## src/rtl/movegen_pkg.sv

```systemverilog
// Shared types and constants for the move-generation scheduler:
// scheduler states, move word layout, piece codes and column count.
package movegen_pkg;

    localparam int NCOL    = 8;
    localparam int BOARD_W = 256;
    localparam int SQ_W    = 4;

    // Move word: {src[17:12], dst[11:6], victim[5:3], attacker[2:0]}
    localparam int MOVE_W  = 18;
    localparam int SRC_LSB = 12;
    localparam int DST_LSB = 6;
    localparam int VIC_LSB = 3;
    localparam int ATT_LSB = 0;
    localparam int SQ_IDX_W = 6;
    localparam int PIECE_W  = 3;

    // Scheduler state; exposed on a debug port so checkers can bind to it.
    typedef enum logic [2:0] {
        IDLE   = 3'd0,
        LOAD   = 3'd1,
        PULSE  = 3'd2,
        WAIT   = 3'd3,
        DRAIN  = 3'd4,
        FINISH = 3'd5
    } state_e;

    // 3-bit piece codes carried in the victim/attacker fields.
    typedef enum logic [PIECE_W-1:0] {
        EMPTY  = 3'd0,
        PAWN   = 3'd1,
        KNIGHT = 3'd2,
        BISHOP = 3'd3,
        ROOK   = 3'd4,
        QUEEN  = 3'd5,
        KING   = 3'd6
    } piece_e;

    // Source square of a move word.
    function automatic logic [SQ_IDX_W-1:0] mv_src(input logic [MOVE_W-1:0] m);
        return m[SRC_LSB +: SQ_IDX_W];
    endfunction

    // Destination square of a move word.
    function automatic logic [SQ_IDX_W-1:0] mv_dst(input logic [MOVE_W-1:0] m);
        return m[DST_LSB +: SQ_IDX_W];
    endfunction

endpackage

```

## src/rtl/movegen_scheduler_arb.sv

```systemverilog
// Eight-way round-robin arbiter: grants the first requesting column
// strictly after ptr, wrapping 7->0. No grant at all when en is low.
module rr_arbiter8 (
    input  logic [7:0] req,
    input  logic [2:0] ptr,
    input  logic       en,
    output logic [7:0] gnt,
    output logic [2:0] gnt_idx
);

    logic       found;
    logic [2:0] idx;

    // Scan ptr+1 .. ptr+8 (the last being ptr itself) and take the first hit.
    always_comb begin
        gnt     = '0;
        gnt_idx = '0;
        found   = 1'b0;
        idx     = '0;
        for (int i = 1; i <= 8; i++) begin
            idx = ptr + 3'(i);
            if (en && !found && req[idx]) begin
                gnt[idx] = 1'b1;
                gnt_idx  = idx;
                found    = 1'b1;
            end
        end
    end

endmodule

```

## src/rtl/movegen_scheduler.sv

```systemverilog
// One move-generation pass: snapshot the board, pulse newboard to the
// eight columns, wait for all of them to finish, then drain their move
// FIFOs round-robin into a single valid/ready stream.
//
// Output handshake: a move transfers on a cycle where mv_valid && mv_ready.
// While mv_valid is high and mv_ready low, mv_valid/mv_data/mv_col hold and
// no column FIFO is popped. A column FIFO is popped (col_mv_ready one-hot)
// only in the same cycle the output register loads its head.
module movegen_scheduler
    import movegen_pkg::*;
#(
    parameter int TIMEOUT = 1023,
    parameter int SETTLE  = 2
) (
    input  logic                    clk,
    input  logic                    rst_n,
    input  logic                    start,
    input  logic [BOARD_W-1:0]      board_in,
    output logic                    busy,
    output logic [BOARD_W-1:0]      bstate,
    output logic                    newboard,
    input  logic [NCOL-1:0]         col_done,
    input  logic [NCOL-1:0]         col_mv_valid,
    input  logic [NCOL*MOVE_W-1:0]  col_mv_data,
    output logic [NCOL-1:0]         col_mv_ready,
    output logic                    mv_valid,
    output logic [MOVE_W-1:0]       mv_data,
    output logic [2:0]              mv_col,
    input  logic                    mv_ready,
    output logic                    gen_done,
    output logic                    timeout,
    output logic [7:0]              mv_count,
    output state_e                  dbg_state
);

    localparam int CNT_W = $clog2(TIMEOUT + 1);

    state_e               state_q, state_d;
    logic [CNT_W-1:0]     wait_cnt_q, wait_cnt_d;
    logic [BOARD_W-1:0]   bstate_q, bstate_d;
    logic [2:0]           ptr_q, ptr_d;
    logic                 mv_valid_q, mv_valid_d;
    logic [MOVE_W-1:0]    mv_data_q, mv_data_d;
    logic [2:0]           mv_col_q, mv_col_d;
    logic                 timeout_q, timeout_d;
    logic [7:0]           mv_count_q, mv_count_d;

    logic                 load_en;
    logic                 accept;
    logic                 any_req;
    logic                 arb_en;
    logic [NCOL-1:0]      gnt;
    logic [2:0]           gnt_idx;
    logic [MOVE_W-1:0]    sel_data;

    assign load_en = !mv_valid_q || mv_ready;
    assign accept  = mv_valid_q && mv_ready;
    assign any_req = |col_mv_valid;
    assign arb_en  = (state_q == DRAIN) && load_en;

    rr_arbiter8 u_arb (
        .req     (col_mv_valid),
        .ptr     (ptr_q),
        .en      (arb_en),
        .gnt     (gnt),
        .gnt_idx (gnt_idx)
    );

    // One-hot select of the granted column's head move.
    always_comb begin
        sel_data = '0;
        for (int c = 0; c < NCOL; c++) begin
            if (gnt[c]) sel_data = col_mv_data[c*MOVE_W +: MOVE_W];
        end
    end

    // Pass sequencing, output register load/hold and move counting.
    always_comb begin
        state_d    = state_q;
        wait_cnt_d = wait_cnt_q;
        bstate_d   = bstate_q;
        ptr_d      = ptr_q;
        mv_valid_d = mv_valid_q;
        mv_data_d  = mv_data_q;
        mv_col_d   = mv_col_q;
        timeout_d  = timeout_q;
        mv_count_d = mv_count_q;
        case (state_q)
            IDLE: begin
                if (start) begin
                    bstate_d   = board_in;
                    mv_count_d = '0;
                    timeout_d  = 1'b0;
                    state_d    = LOAD;
                end
            end
            LOAD: begin
                state_d = PULSE;
            end
            PULSE: begin
                wait_cnt_d = '0;
                state_d    = WAIT;
            end
            WAIT: begin
                wait_cnt_d = wait_cnt_q + CNT_W'(1);
                // Done from the columns wins over a coincident timeout.
                if ((wait_cnt_q >= CNT_W'(SETTLE)) && (&col_done)) begin
                    state_d = DRAIN;
                end else if (wait_cnt_q == CNT_W'(TIMEOUT - 1)) begin
                    timeout_d = 1'b1;
                    state_d   = FINISH;
                end
            end
            DRAIN: begin
                if (accept && (mv_count_q != 8'hFF)) begin
                    mv_count_d = mv_count_q + 8'd1;
                end
                if (|gnt) begin
                    mv_valid_d = 1'b1;
                    mv_data_d  = sel_data;
                    mv_col_d   = gnt_idx;
                    ptr_d      = gnt_idx;
                end else if (accept) begin
                    mv_valid_d = 1'b0;
                end
                if (!any_req && (!mv_valid_q || accept)) begin
                    state_d = FINISH;
                end
            end
            FINISH: begin
                state_d = IDLE;
            end
            default: begin
                state_d = IDLE;
            end
        endcase
    end

    // State and datapath registers with synchronous active-low reset.
    always_ff @(posedge clk) begin
        if (!rst_n) begin
            state_q    <= IDLE;
            wait_cnt_q <= '0;
            bstate_q   <= '0;
            ptr_q      <= 3'd7;
            mv_valid_q <= 1'b0;
            mv_data_q  <= '0;
            mv_col_q   <= '0;
            timeout_q  <= 1'b0;
            mv_count_q <= '0;
        end else begin
            state_q    <= state_d;
            wait_cnt_q <= wait_cnt_d;
            bstate_q   <= bstate_d;
            ptr_q      <= ptr_d;
            mv_valid_q <= mv_valid_d;
            mv_data_q  <= mv_data_d;
            mv_col_q   <= mv_col_d;
            timeout_q  <= timeout_d;
            mv_count_q <= mv_count_d;
        end
    end

    assign busy         = (state_q != IDLE);
    assign newboard     = (state_q == PULSE);
    assign gen_done     = (state_q == FINISH);
    assign bstate       = bstate_q;
    assign col_mv_ready = gnt;
    assign mv_valid     = mv_valid_q;
    assign mv_data      = mv_data_q;
    assign mv_col       = mv_col_q;
    assign timeout      = timeout_q;
    assign mv_count     = mv_count_q;
    assign dbg_state    = state_q;

endmodule

```

## config.mk

```make
export PLATFORM = sky130hd
export DESIGN_NAME = movegen_scheduler
export DESIGN_NICKNAME = d
export VERILOG_FILES = /design/src/rtl/movegen_pkg.sv /design/src/rtl/movegen_scheduler_arb.sv /design/src/rtl/movegen_scheduler.sv
export SDC_FILE = /design/constraint.sdc
export NUM_CORES = 1
export LEC_CHECK = 0
export BUFFER_PORTS_ARGS = -buffer_cell sky130_fd_sc_hd__clkbuf_2
export CAP_MARGIN = 20
export CORE_AREA = 2 2 280 282
export CTS_CLUSTER_DIAMETER = 100
export DETAILED_ROUTE_END_ITERATION = 6
export DIE_AREA = 0 0 282 284
export PLACE_DENSITY = 0.5
export SKIP_CTS_REPAIR_TIMING = 1
export SYNTH_ARGS = -nofsm -noshare
export SYNTH_HDL_FRONTEND = slang
export SYNTH_SLANG_ARGS = --single-unit
```

## constraint.sdc

```tcl
create_clock -name clk -period 8.5 [get_ports clk]
set_clock_uncertainty 0.15 [all_clocks]
set_input_delay 2.125 -clock clk [delete_from_list [all_inputs] [get_ports clk]]
set_output_delay 2.125 -clock clk [all_outputs]
set_load 0.03 [all_outputs]
```

==> out/metrics.yaml <==
status: "complete, no violations"
syn_nets: 2130
synth.top_cell.area_share_pct: 43.4
cp-end-kind: "output pin"
hold_depth: 2
core-area_sq_um: 77000
rsz0062_at_grt: "false"
synth-xor-area-share_pct: 0.994
path_clk_slew_ps: 60
hold_class: "flop to flop"
cap_violations: 0
die_y_microns: 284
final_cell_area_sq_um: 19800
synth_seq_area_share_pct: 43.4
min-delay-start: "bstate[191]"
crit_type: "primary input to output pin"
ioPinCount: 721
drive_above_1_share_pct: 35.2
synthAdderAreaFrac_pct: 0.806
max-vdd-ir-drop_mv: 0.141
wl_per_cell_microns: 18.1
synthToLayoutAreaGrowth_pct: 41.6
min_period_ps: 7520
p_leak_uw: 0.00857
synth.most_common_cell: "nand2_1"
synthMuxAreaShare_pct: 2.71
place.gp.congestion: 0.919
ys_ff_latch: 303
max_freq_ghz: 0.133
holdPathEnd: "bstate[191]"
synth_compound_area_share_pct: 26.0
hold_viol: 0
drtPass1Iterations: 5
h-tree-depth: 2
initial_core_util_pct: 18.2
reg2reg_slack_ps: 2960
async_flop_share_pct: 0
cts-root-buf: "clkbuf_16"
crit_path_frequent_cell: "clkbuf_2"
tns_ps: 0
required_ps: 6230
antenna_found_initial: 1
dpl_cell_area_sq_um: 18600
critPathLaunchType: "primary input"
synth_top_family_by_area: "compound AO/OA/AOI/OAI gates"
first_iter_violations: 890
die-area_sq_um: 80100
die_w_microns: 282
synth_area_sq_um: 14000
synth_common_cells: "nand2_1 (551), dfxtp_1 (303), a21boi_0 (260)"
synth_warnings: 0
numCtsBuffers: 38
crit_slowest_cell: "nor4_2"
crit_arrival_ps: 5250
setup_viol: 0
slew_headroom_pct: 28.9
synth_edf_count: 0
r2r_end: "mv_data[16]"
ant_nets: 0
grt_pass1_vias: 14500
p_per_area_nw_per_um2: 251
num_rows: 102
clock-sinks: 303
dpl.hpwl_mm: 46.5
cp_cell_sequence: "clkbuf_2 -> mux2_2 -> o22ai_1 -> o21ai_2 -> nor4_2 -> a32oi_1 -> o211ai_1 -> a21oi_2 -> clkinv_1 -> buf_4 -> clkbuf_2"
synth_top_cell_by_area: "dfxtp_1"
grt_max_degree: 198
post-route-drc-count: 0
synth_cell_types: 69
path_max_fanout: 19
cts_tree: "yes"
syn_avg_cell_area_sq_um: 8.21
layout.nets: 2786
r2r-start: "ptr_q[1]"
synth-simple-area-share_pct: 21.5
min_period_over_period_pct: 88.5
syn_inst: 1701
gr-total-overflow: 0
routed_via_density: 4.31
portBuffers: 720
insertion_delay_ps: 540
tightest_slew_ps: 1070
grt_pass1_wl_mm: 91.3
track_usage_pct: 14.7
ys.flop_type: "dfxtp_1"
ff2ff_path_depth: 14
vias: 14700
synth_area_leaders: "dfxtp_1 (43%), nand2_1 (15%), a21boi_0 (14%)"
drv_slew: 0
clock_path_buffers: 3
cpPeakStageDelay_ps: 920
wirelength_mm: 61.9
==> critical path: cells and delay by family <==
family	cells	cell delay [ps]
AOI/OAI and AO/OA	5	1150
buffers and inverters	4	730
muxes	1	290
and+or+nand+nor	1	920
==> cells by family (layout without fill, tap and decap cells) <==
logic type | count (synthesis) | in the layout
and+or+nand+nor | 721 | 721
AOI/OAI and AO/OA | 479 | 479
DFF | 303 | 303
buffers and inverters | 150 | 831
muxes | 27 | 27
xor gates and xnor gates | 12 | 12
adders and majority gates | 9 | 9
other | 0 | 1
==> stage by stage <==
stage | instances | hold slack (ps) | setup slack (ps) | power, uW | util [%]
6_report | 3423 | 310 | 976 | 4970 | 25.7
3_3_place_gp | 3357 | 301 | 1060 | 3420 | 24.1
5_1_grt | 3423 | 331 | 813 | 5260 | 25.7
2_1_floorplan | 1701 | 333 | 1680 | 2810 | -
3_5_place_dp | 3357 | 307 | 1100 | 3410 | 24.1
4_1_cts | 3422 | 316 | 1090 | 5050 | 25.7
==> flip-flops by register name, summed over array words and instances (netlist names) <==
register and count:
bstate 256, mv_data 18, wait_cnt_q 10, mv_count 8, dbg_state 3, mv_col 3, ptr_q 3, mv_valid 1
timeout 1
==> layout make-up <==
type	count	area, sq um
clock inverters	11	136
well taps	1040	1300
clock buffers	54	1070
inverters	19	71.3
repair buffers	747	3850
flip-flops and latches	303	6070
diodes	1	2.50
multi-input cells	1248	7290
fillers	8632	57200
==> power breakdown <==
part	internal [uW]	leakage [uW]	switching [uW]
Combinational	468	0.00551	1170
Sequential	1620	0.00248	113
Clock	941	0.000584	664
==> placed cells by master, fill, tap and decap left out, drive strengths merged, types with 4 or more instances in the layout <==
cell type and count:
o21ai 23, a22oi 41, a32oi 4, o21a 20, o41ai 22, xnor2 6
nor2 38, and3 10, o211ai 4, o22ai 4, clkbuf 773, xor2 6
nor3 33, nand2b 5, mux2i 13, mux2 7, and2 12, nand4 8
a31oi 23, nor4 14, a21oi 8, a21boi 260, inv 19, clkinv 7
a211o 18, a221oi 5, ha 9, a211oi 5, o221ai 18, buf 28
mux4 7, nor2b 11, dfxtp 303, nand2 551, nand3 27
==> how the worst max path moves through the flow <==
| stage | cells past startpoint | start | slack [ps] | endpoint |
|---|---|---|---|---|
| after floorplan | 8 | col_mv_valid[2] | 1680 | col_mv_ready[5] |
| after global placement | 11 | col_mv_valid[4] | 1060 | col_mv_ready[4] |
| after detailed placement | 11 | col_mv_valid[4] | 1100 | col_mv_ready[4] |
| after CTS | 11 | col_mv_valid[4] | 1090 | col_mv_ready[4] |
| after global routing | 11 | col_mv_valid[6] | 810 | col_mv_ready[4] |
| final | 11 | col_mv_valid[6] | 980 | col_mv_ready[4] |
==> layer usage <==
layer	vias to the layer above	global-route usage, %	wire length [microns]
li1	7215	-	-
met1	6864	18.3	26000
met2	559	24.1	29000
met3	102	4.25	4920
met4	0	5.15	1880
met5	-	0	0
Power figures use the tool's default switching activity.
